<file path="src/rtl/flash_ctrl_top_specific_pkg.sv">
`default_nettype none
// ============================================================================
// Package    : flash_ctrl_top_specific_pkg
// Description: Program command, partition, error and sequencer state types.
// Revision   : 1.0 - initial release
// ============================================================================
package flash_ctrl_top_specific_pkg;

    typedef enum logic [1:0] {
        FlashProgNormal = 2'd0,
        FlashProgRepair = 2'd1
    } flash_prog_e;

    typedef enum logic [1:0] {
        FlashPartData = 2'd0,
        FlashPartInfo = 2'd1
    } flash_part_e;

    typedef enum logic [2:0] {
        ErrNone    = 3'd0,
        ErrType    = 3'd1,
        ErrPart    = 3'd2,
        ErrRange   = 3'd3,
        ErrTimeout = 3'd4
    } flash_prog_err_e;

    typedef enum logic [2:0] {
        StIdle     = 3'd0,
        StCheck    = 3'd1,
        StWaitData = 3'd2,
        StProg     = 3'd3,
        StDone     = 3'd4,
        StErr      = 3'd5
    } flash_prog_state_e;

endpackage
`default_nettype wire

</file>
<file path="src/rtl/flash_prog_timeout_cnt.sv">
`default_nettype none
// ============================================================================
// Module     : flash_prog_timeout_cnt
// Description: Per-word PHY acknowledge watchdog; expires on its last count.
// Revision   : 1.0 - initial release
// ============================================================================
module flash_prog_timeout_cnt #(
    parameter int TIMEOUT_CYCLES = 1024
) (
    input  logic clk,
    input  logic rst,
    input  logic i_clr,
    input  logic i_en,
    output logic o_expired
);

    localparam int c_CNT_W = (TIMEOUT_CYCLES > 1) ? $clog2(TIMEOUT_CYCLES) : 1;
    localparam logic [c_CNT_W-1:0] c_LAST = c_CNT_W'(TIMEOUT_CYCLES - 1);

    logic [c_CNT_W-1:0] r_cnt;

    always_ff @(posedge clk) begin
        if (rst || i_clr) begin
            r_cnt <= '0;
        end else if (i_en) begin
            r_cnt <= r_cnt + c_CNT_W'(1);
        end
    end

    // Expiry is only meaningful while counting, so the owner sees a clean flag.
    assign o_expired = i_en && (r_cnt == c_LAST);

endmodule
`default_nettype wire

</file>
<file path="src/rtl/flash_prog_ctrl.sv">
`default_nettype none
// ============================================================================
// Module     : flash_prog_ctrl
// Description: Program sequencer: checks a command, then one PHY write per word.
// Revision   : 1.0 - initial release
// ============================================================================
module flash_prog_ctrl
    import flash_ctrl_top_specific_pkg::*;
#(
    parameter int DATA_WIDTH     = 32,
    parameter int ADDR_WIDTH     = 16,
    parameter int CNT_WIDTH      = 4,
    parameter int TIMEOUT_CYCLES = 1024
) (
    input  logic                  clk_i,
    input  logic                  rst_i,
    input  logic                  op_req_i,
    output logic                  op_gnt_o,
    input  logic [ADDR_WIDTH-1:0] op_addr_i,
    input  logic [CNT_WIDTH-1:0]  op_num_words_i,
    input  logic [1:0]            op_type_i,
    input  logic [1:0]            op_part_i,
    input  logic                  repair_en_i,
    input  logic                  info_en_i,
    input  logic                  wdata_valid_i,
    output logic                  wdata_ready_o,
    input  logic [DATA_WIDTH-1:0] wdata_i,
    output logic                  phy_req_o,
    output logic [ADDR_WIDTH-1:0] phy_addr_o,
    output logic [DATA_WIDTH-1:0] phy_wdata_o,
    output logic [1:0]            phy_type_o,
    output logic [1:0]            phy_part_o,
    input  logic                  phy_ack_i,
    output logic                  busy_o,
    output logic                  op_done_o,
    output logic                  op_err_o,
    output logic [2:0]            err_code_o
);

    flash_prog_state_e     r_state;
    flash_prog_state_e     w_nextState;
    flash_prog_err_e       w_errCode;
    flash_prog_err_e       r_errCode;
    logic [ADDR_WIDTH-1:0] r_addr;
    logic [CNT_WIDTH-1:0]  r_wordsLeft;
    logic [1:0]            r_type;
    logic [1:0]            r_part;
    logic                  r_repairEn;
    logic                  r_infoEn;
    logic [DATA_WIDTH-1:0] r_wdata;
    logic                  r_phyReq;
    logic                  r_busy;
    logic                  r_opDone;
    logic                  r_opErr;
    logic                  w_opGnt;
    logic                  w_wdataReady;
    logic                  w_tmoClr;
    logic                  w_tmoEn;
    logic                  w_expired;
    logic                  w_typeOk;
    logic                  w_partOk;
    logic [ADDR_WIDTH:0]   w_endAddr;

    // Permissions come from the values latched at grant, not the live inputs.
    assign w_typeOk  = (r_type == FlashProgNormal) || ((r_type == FlashProgRepair) && r_repairEn);
    assign w_partOk  = (r_part == FlashPartData) || ((r_part == FlashPartInfo) && r_infoEn);
    assign w_endAddr = {1'b0, r_addr} + (ADDR_WIDTH+1)'(r_wordsLeft);

    always_ff @(posedge clk_i) begin
        if (rst_i) begin
            r_state <= StIdle;
        end else begin
            r_state <= w_nextState;
        end
    end

    always_comb begin
        w_nextState = r_state;
        w_errCode   = ErrNone;
        case (r_state)
            StIdle: begin
                if (op_req_i) w_nextState = StCheck;
            end
            StCheck: begin
                if (!w_typeOk) begin
                    w_nextState = StErr;
                    w_errCode   = ErrType;
                end else if (!w_partOk) begin
                    w_nextState = StErr;
                    w_errCode   = ErrPart;
                end else if (w_endAddr[ADDR_WIDTH]) begin
                    w_nextState = StErr;
                    w_errCode   = ErrRange;
                end else begin
                    w_nextState = StWaitData;
                end
            end
            StWaitData: begin
                if (wdata_valid_i) w_nextState = StProg;
            end
            StProg: begin
                // An acknowledge on the expiry cycle still completes the word.
                if (phy_ack_i) begin
                    w_nextState = (r_wordsLeft == '0) ? StDone : StWaitData;
                end else if (w_expired) begin
                    w_nextState = StErr;
                    w_errCode   = ErrTimeout;
                end
            end
            StDone:  w_nextState = StIdle;
            StErr:   w_nextState = StIdle;
            default: w_nextState = StIdle;
        endcase
    end

    always_comb begin
        w_opGnt      = (r_state == StIdle) && op_req_i;
        w_wdataReady = (r_state == StWaitData);
        w_tmoEn      = (r_state == StProg);
        w_tmoClr     = (r_state != StProg);
    end

    always_ff @(posedge clk_i) begin
        if (rst_i) begin
            r_addr      <= '0;
            r_wordsLeft <= '0;
            r_type      <= '0;
            r_part      <= '0;
            r_repairEn  <= 1'b0;
            r_infoEn    <= 1'b0;
            r_wdata     <= '0;
            r_errCode   <= ErrNone;
            r_phyReq    <= 1'b0;
            r_busy      <= 1'b0;
            r_opDone    <= 1'b0;
            r_opErr     <= 1'b0;
        end else begin
            r_phyReq <= (w_nextState == StProg);
            r_busy   <= (w_nextState != StIdle);
            r_opDone <= (w_nextState == StDone) || (w_nextState == StErr);
            r_opErr  <= (w_nextState == StErr);
            if (w_opGnt) begin
                r_addr      <= op_addr_i;
                r_wordsLeft <= op_num_words_i;
                r_type      <= op_type_i;
                r_part      <= op_part_i;
                r_repairEn  <= repair_en_i;
                r_infoEn    <= info_en_i;
                r_errCode   <= ErrNone;
            end
            if ((r_state == StWaitData) && wdata_valid_i) begin
                r_wdata <= wdata_i;
            end
            if ((r_state == StProg) && phy_ack_i && (r_wordsLeft != '0)) begin
                r_addr      <= r_addr + ADDR_WIDTH'(1);
                r_wordsLeft <= r_wordsLeft - CNT_WIDTH'(1);
            end
            if (w_nextState == StErr) begin
                r_errCode <= w_errCode;
            end
        end
    end

    flash_prog_timeout_cnt #(
        .TIMEOUT_CYCLES (TIMEOUT_CYCLES)
    ) u_timeout (
        .clk       (clk_i),
        .rst       (rst_i),
        .i_clr     (w_tmoClr),
        .i_en      (w_tmoEn),
        .o_expired (w_expired)
    );

    assign op_gnt_o      = w_opGnt;
    assign wdata_ready_o = w_wdataReady;
    assign phy_req_o     = r_phyReq;
    assign phy_addr_o    = r_addr;
    assign phy_wdata_o   = r_wdata;
    assign phy_type_o    = r_type;
    assign phy_part_o    = r_part;
    assign busy_o        = r_busy;
    assign op_done_o     = r_opDone;
    assign op_err_o      = r_opErr;
    assign err_code_o    = r_errCode;

endmodule
`default_nettype wire

</file>
<file path="config.mk">
export PLATFORM = sky130hd
export DESIGN_NAME = flash_prog_ctrl
export DESIGN_NICKNAME = d
export VERILOG_FILES = /design/src/rtl/flash_ctrl_top_specific_pkg.sv /design/src/rtl/flash_prog_timeout_cnt.sv /design/src/rtl/flash_prog_ctrl.sv
export SDC_FILE = /design/constraint.sdc
export NUM_CORES = 1
export LEC_CHECK = 0
export BUFFER_PORTS_ARGS = -buffer_cell sky130_fd_sc_hd__clkbuf_2
export CORE_UTILIZATION = 25
export CTS_CLUSTER_DIAMETER = 40
export DETAILED_ROUTE_END_ITERATION = 8
export MAX_ROUTING_LAYER = met4
export SYNTH_ARGS = -nofsm -noshare
export SYNTH_HDL_FRONTEND = slang
export SYNTH_SLANG_ARGS = --single-unit
export TNS_END_PERCENT = 100
</file>
<file path="constraint.sdc">
create_clock -name clk_i -period 2.7 [get_ports clk_i]
set_clock_uncertainty 0.1 [all_clocks]
set_input_delay 0.27 -clock clk_i [delete_from_list [all_inputs] [get_ports clk_i]]
set_output_delay 0.27 -clock clk_i [all_outputs]
set_load 0.005 [all_outputs]
</file>
# Word-level counts from Yosys, hierarchy flattened
# Cells that the tools add are included.
totals:
  latch_bits: 0
  ff_bits: 78
  inputBits: 63
  ramBits: 0
  romBits: 0
  wordCells: 68
  memories: 0
classes:
  mux: 21
  bitwise_logic: 0
  addsub: 4
  div_mod_pow: 0
  n_mul: 0
  n_reduce_logical: 19
  shift: 0
  n_eq_ne: 10
  magnitude_cmp: 0
op_table:
  columns: ["cell", "n"]
  rows:
  - ["3-bit two-way mux", 12]
  - ["16-bit two-way mux", 2]
  - ["16-bit by 4-bit adder with 17-bit output", 1]
  - ["16-bit by 1-bit adder with 16-bit output, second input constant", 1]
  - ["3-bit case mux with 4 select lines", 1]
  - ["10-bit by 1-bit adder with 10-bit output, second input constant", 1]
  - ["10-bit == test, second input constant", 1]
  - ["3-bit by 2-bit == test with 1-bit output, second input constant", 3]
  - ["4-bit two-way mux", 2]
  - ["1-bit logical AND", 7]
  - ["3-bit == test, second input constant", 2]
  - ["2-bit two-way mux", 3]
  - ["3-bit case mux with 2 select lines", 1]
  - ["2-bit by 1-bit == test with 1-bit output, second input constant", 2]
  - ["2-bit logical NOT", 2]
  - ["4-bit logical NOT", 1]
  - ["1-bit logical OR", 4]
  - ["2-bit nonzero test", 2]
  - ["4-bit nonzero test", 1]
  - ["4-bit by 1-bit subtractor with 4-bit output, second input constant", 1]
  - ["3-bit by 1-bit == test with 1-bit output, second input constant", 1]
  - ["3-bit logical NOT", 1]
  - ["3-bit by 2-bit != test with 1-bit output, second input constant", 1]
  - ["3-bit nonzero test", 1]

# Depth between registers and ports, before layout
logic_depth:
  ltp_word: 8
  ltp_mapped: 8
  ltp_nobuf: 7

# Hierarchy
# A second synthesis with hierarchy kept.
unflattened:
  cells_unflattened: 426
  area_unflattened_um2: 3470.8
by_module_without_submodules:
  columns: ["module", "seq_area_each_um2", "area_each_um2", "n_inst", "cells_each"]
  rows:
  - ["flash_prog_ctrl", 1361.3, 2992.9, 1, 373]
  - ["flash_prog_timeout_cnt", 200.2, 478.0, 1, 53]

# Worst setup path before layout
# Ideal clock, no wire load.
synth_path:
  path_kind: "flip-flop to flip-flop"
  startpoint: "register r_addr[1] (netlist: phy_addr_o[1])"
  endpoint: "register r_errCode[0] (netlist: err_code_o[0])"
  t_arrival_ps: 1712
  stages_incl_launch_ff: 7
  n_path_buf: 0
  setup_slack_ps: 758
  required_ps: 2470
  cell_sequence: "dfxtp_1 ha_1 nand3_1 o2bb2ai_1 o41a_1 a211oi_2 o211ai_1"
synth_between:
  elab_chain_len: 7
synth_lines:
  columns: ["element", "line_no", "rtl"]
  rows:
  - ["start, declared", "flash_prog_ctrl.sv:44", "logic [ADDR_WIDTH-1:0] r_addr;"]
  - ["start signal, assigned", "flash_prog_ctrl.sv:143", "r_addr <= op_addr_i;"]
  - ["start signal, assigned", "flash_prog_ctrl.sv:155", "r_addr <= r_addr + ADDR_WIDTH'(1);"]
  - ["16-bit by 4-bit adder with 17-bit output *", "flash_prog_ctrl.sv:67", "assign w_endAddr = {1'b0, r_addr} + (ADDR_WIDTH+1)'(r_wordsLeft);"]
  - ["3-bit two-way mux", "flash_prog_ctrl.sv:91", "end else if (w_endAddr[ADDR_WIDTH]) begin"]
  - ["3-bit two-way mux", "flash_prog_ctrl.sv:88", "end else if (!w_partOk) begin"]
  - ["3-bit two-way mux", "flash_prog_ctrl.sv:85", "if (!w_typeOk) begin"]
  - ["3-bit case mux with 4 select lines", "flash_prog_ctrl.sv:80", "case (r_state)"]
  - ["3-bit == test", "flash_prog_ctrl.sv:158", "if (w_nextState == StErr) begin"]
  - ["3-bit two-way mux or 2-bit nonzero test (tied branches)", null, null]
  - ["end signal, assigned", "flash_prog_ctrl.sv:132", "r_errCode <= ErrNone;"]
  - ["end signal, assigned", "flash_prog_ctrl.sv:149", "r_errCode <= ErrNone;"]
  - ["end signal, assigned", "flash_prog_ctrl.sv:159", "r_errCode <= w_errCode;"]
  - ["end, declared", "flash_prog_ctrl.sv:43", "flash_prog_err_e r_errCode;"]
# Every way passes the cells marked *; elsewhere a longest branch is shown, timed or not.
# A chain may end at the register's enable or synchronous reset.

# Worst setup path after layout
layout_path:
  startpoint: "register r_addr[3] (netlist: phy_addr_o[3])"
  endpoint: "register r_errCode[0] (netlist: err_code_o[0])"
# The elaborated chain is that of the path after synthesis.

==> impl_metrics.prom <==
# TYPE chip_impl_metric gauge
chip_impl_info{name="critPathKind",value="register to register"} 1
chip_impl_info{name="holdCritPathClass",value="primary input to register"} 1
chip_impl_metric{name="h-tree-depth",unit=""} 3
chip_impl_metric{name="comb_power_share",unit="%"} 21.9
chip_impl_metric{name="postCtsHoldBufs",unit=""} 0
chip_impl_metric{name="place.port_buffers",unit=""} 123
chip_impl_metric{name="placement.cell_area",unit="mm²"} 0.004167
chip_impl_metric{name="cts_num_sinks",unit=""} 78
chip_impl_metric{name="detailroute.via_count",unit=""} 3352
chip_impl_metric{name="dpl_wire_length",unit="µm"} 7015
chip_impl_info{name="synth_flop_cell",value="sky130_fd_sc_hd__dfxtp_1"} 1
chip_impl_metric{name="vdd_drop_max",unit="µV"} 341.2
chip_impl_metric{name="critical_path_buf_inv_count",unit=""} 0
chip_impl_metric{name="hold_viol_final",unit=""} 0
chip_impl_metric{name="grt.total_usage",unit="%"} 14.87
chip_impl_metric{name="cts-resized-gates",unit=""} 0
chip_impl_metric{name="grt_overflow_total",unit=""} 0
chip_impl_metric{name="synth_area",unit="mm²"} 0.003410
chip_impl_info{name="grt_setup_unrepaired",value="no"} 1
chip_impl_metric{name="ff2ff_setup_slack",unit="ps"} 550
chip_impl_metric{name="sw_frac_of_total",unit="%"} 29.89
chip_impl_metric{name="drt_first_pass_iters",unit=""} 4
chip_impl_metric{name="floorplan_row_count",unit=""} 42
chip_impl_info{name="synthTopCellsByCount",value="90 x sky130_fd_sc_hd__nand2_1, 78 x sky130_fd_sc_hd__dfxtp_1, 53 x sky130_fd_sc_hd__a21oi_1, 25 x sky130_fd_sc_hd__nor2_1, 13 x sky130_fd_sc_hd__clkbuf_1"} 1
chip_impl_metric{name="crit_arrival",unit="ps"} 2250
chip_impl_metric{name="internal_power",unit="mW"} 2.519
chip_impl_metric{name="routed_wl",unit="µm"} 9749
chip_impl_metric{name="worst_setup_hold_path_clk_slew",unit="ps"} 60
chip_impl_info{name="critPathSlowestCell",value="sky130_fd_sc_hd__o41a_1"} 1
chip_impl_metric{name="grt_antenna_before_repair",unit=""} 0
chip_impl_metric{name="cts_made_buffers",unit=""} 9
chip_impl_metric{name="post-synth-top-area-fraction",unit="%"} 45.80
chip_impl_metric{name="floorplan.initialDensity",unit="%"} 25.64
chip_impl_metric{name="dieArea",unit="mm²"} 0.01411
chip_impl_metric{name="yosys_register_bits",unit=""} 78
chip_impl_metric{name="fin_tns_setup",unit="ps"} 0
chip_impl_info{name="synth_top_cell_by_area",value="sky130_fd_sc_hd__dfxtp_1"} 1
chip_impl_info{name="post-synth-top-count-cell",value="sky130_fd_sc_hd__nand2_1"} 1
chip_impl_metric{name="clockPowerShare",unit="%"} 38.5
chip_impl_metric{name="postSynthNetCount",unit=""} 478
chip_impl_metric{name="crit_required",unit="ps"} 2810
chip_impl_metric{name="num-nets-final",unit=""} 594
chip_impl_metric{name="drv_slew",unit=""} 0
chip_impl_metric{name="post_cts_setup_buffer_count",unit=""} 0
chip_impl_metric{name="drt-wirelength-per-cell",unit="µm"} 13.81
chip_impl_metric{name="synth_warnings",unit=""} 0
chip_impl_metric{name="insertedDiodeCount",unit=""} 0
chip_impl_metric{name="ios",unit=""} 124
chip_impl_metric{name="die_w",unit="µm"} 118.8
chip_impl_metric{name="synth_enable_flop_cells",unit=""} 0
chip_impl_metric{name="floorplan.core_area",unit="mm²"} 0.01330
chip_impl_metric{name="synth.distinct_cells",unit=""} 60
chip_impl_info{name="tritoncts",value="yes"} 1
chip_impl_metric{name="final_weighted_congestion_of_routability_driven_global_placement",unit=""} 0.8430
chip_impl_metric{name="syn_to_final_growth",unit="%"} 32.11
chip_impl_metric{name="synth.avg_cell_area",unit="µm²"} 8.336
chip_impl_metric{name="drtAntennaViolNets",unit=""} 0
chip_impl_metric{name="final_area",unit="mm²"} 0.004504
chip_impl_metric{name="pin_count_of_the_biggest_net_entering_global_routing",unit=""} 34
chip_impl_metric{name="finalCoreUtilization",unit="%"} 33.88
chip_impl_metric{name="critPathMaxStageDelay",unit="ps"} 510
chip_impl_metric{name="clock_latency_of_the_later_clocked_register_in_the_worst_skew_pair",unit="ps"} 340
chip_impl_info{name="clk_root_buffer_cell",value="sky130_fd_sc_hd__clkbuf_16"} 1
chip_impl_info{name="outcome",value="finished clean"} 1
chip_impl_metric{name="maximum_buffer_depth_of_the_clock_tree",unit=""} 2
chip_impl_metric{name="synth-seq-area-share",unit="%"} 45.80
chip_impl_metric{name="power.leakage",unit="nW"} 1.864
chip_impl_metric{name="power_frac_seq",unit="%"} 39.6
chip_impl_info{name="end_kind",value="register"} 1
chip_impl_info{name="cpLargestDelayFamily",value="compound AO/OA/AOI/OAI gates"} 1
chip_impl_metric{name="worst_slew_margin_rel",unit="%"} 57.31
chip_impl_metric{name="grt_pass1_vias",unit=""} 3174
chip_impl_metric{name="detailedRoute.firstIterationViolations",unit=""} 183
chip_impl_metric{name="layout_worst_path_cycle_share",unit="%"} 79.56
chip_impl_metric{name="finalCriticalPeriod",unit="ps"} 2148
chip_impl_metric{name="asyncSetResetFlopFracSynth",unit="%"} 0
chip_impl_metric{name="timing.final.setup_violations",unit=""} 0
chip_impl_metric{name="post_route_cells_drive_above_1_share",unit="%"} 29.62
chip_impl_metric{name="syn-instance-count",unit=""} 409
chip_impl_metric{name="count_of_max_cap_constraint_violations",unit=""} 0
chip_impl_info{name="path_cells",value="ha_1, o21a_1, o2bb2ai_1, o41a_1, a211oi_2, o211ai_1"} 1
chip_impl_info{name="synth_top_cells_by_area",value="sky130_fd_sc_hd__dfxtp_1 46%, sky130_fd_sc_hd__nand2_1 9.9%, sky130_fd_sc_hd__a21oi_1 7.8%"} 1
chip_impl_metric{name="fmax",unit="GHz"} 0.4655
chip_impl_metric{name="routed_via_density",unit=""} 4.748
chip_impl_metric{name="crit_path_max_fanout",unit=""} 7
chip_impl_info{name="crit_path_start_kind",value="register"} 1
chip_impl_metric{name="grt_pass1_wl",unit="µm"} 15950
chip_impl_metric{name="worst_pin_slew",unit="ps"} 633.7
chip_impl_metric{name="power.switching",unit="mW"} 1.074
chip_impl_metric{name="die_h",unit="µm"} 118.8
chip_impl_metric{name="route.detailed.drc",unit=""} 0
chip_impl_metric{name="pwr_density_cell",unit="mW/mm²"} 797.8
area by class of cell:
class	count	area (µm²)
timing repair buffer	127	645.6
tap	176	220.2
clock inverter	7	112.6
multi-input combinational	300	1700
clock buffer	9	225.2
sequential	78	1562
inverter	9	38.79
fill	1406	8791
cells by family (layout without fill, tap and decap cells):
group	after synthesis	after routing	synth area share [%]
DFF	78	78	45.80
muxes	1	1	0.3303
xor gates and xnor gates	8	8	2.055
AOI/OAI and AO/OA	106	106	19.52
and+or+nand+nor	179	179	25.76
adders and majority gates	6	6	2.202
buffers and inverters	31	152	4.331
path summary, 6_finish.rpt:
path | to | start | depth (start not counted)
hold reg to reg | phy_wdata_o[24] | phy_wdata_o[24] | 2
hold / removal | phy_wdata_o[5] | wdata_i[5] | 3
setup reg to reg | err_code_o[0] | phy_addr_o[3] | 6
setup / recovery | err_code_o[0] | phy_addr_o[3] | 6
power by group through the flow:
stage / logic, mW / clock network, mW / registers, mW
5_1_grt: 0.881 / 1.48 / 1.45
4_1_cts: 0.798 / 1.42 / 1.42
3_3_place_gp: 0.779 / 0 / 1.44
3_5_place_dp: 0.793 / 0 / 1.45
6_report: 0.786 / 1.38 / 1.42
2_1_floorplan: 0.501 / 0 / 1.43
sequential cells by signal, summed over array words and instances, names as in the netlist:
| signal | count |
|---|---|
| r_repairEn | 1 |
| r_state | 3 |
| op_done_o | 1 |
| phy_wdata_o | 32 |
| err_code_o | 3 |
| phy_req_o | 1 |
| u_timeout.r_cnt | 10 |
| r_infoEn | 1 |
| r_wordsLeft | 4 |
| op_err_o | 1 |
| busy_o | 1 |
| phy_type_o | 2 |
| phy_addr_o | 16 |
| phy_part_o | 2 |
cells in the final DEF, fill, tap and decap left out, types with 7 or more instances in the layout:
cell and count:
sky130_fd_sc_hd__nor2_1 25, sky130_fd_sc_hd__clkbuf_16 9, sky130_fd_sc_hd__a21oi_1 53, sky130_fd_sc_hd__nand2_1 90, sky130_fd_sc_hd__o21ai_0 12, sky130_fd_sc_hd__dfxtp_1 78
sky130_fd_sc_hd__inv_1 8, sky130_fd_sc_hd__nand3_1 12, sky130_fd_sc_hd__clkbuf_2 123, sky130_fd_sc_hd__nor3_1 8, sky130_fd_sc_hd__a211oi_1 7, sky130_fd_sc_hd__and3_1 9
worst register-to-register path: cells and delay by family (launching register included):
family,cells,cell delay (ps)
adders and majority gates,1,310
DFF,1,380
AOI/OAI and AO/OA,5,1220
metal layers:
metal / up-vias / share of wire (%) / routed length [µm] / GRT usage (%)
met5: - / 0 / 0 / -
met4: 0 / 2.9 / 283 / 7.753
met3: 20 / 5.0 / 486 / 3.716
met2: 90 / 46 / 4492 / 22.59
met1: 1572 / 46 / 4487 / 18.13
li1: 1670 / - / - / -
per-stage QoR:
stage / setup WS [ps] / cells / hold WS (ps) / power (mW)
after floorplan: 758.2 / 409 / 306.0 / 1.931
after global placement: 626.9 / 690 / 340.0 / 2.218
after detailed placement: 560.4 / 690 / 346.6 / 2.240
after CTS: 545.3 / 706 / 34.21 / 3.641
after global routing: 404.3 / 706 / 40.48 / 3.806
final: 551.8 / 706 / 48.02 / 3.593
Power figures use the tool's default switching activity.
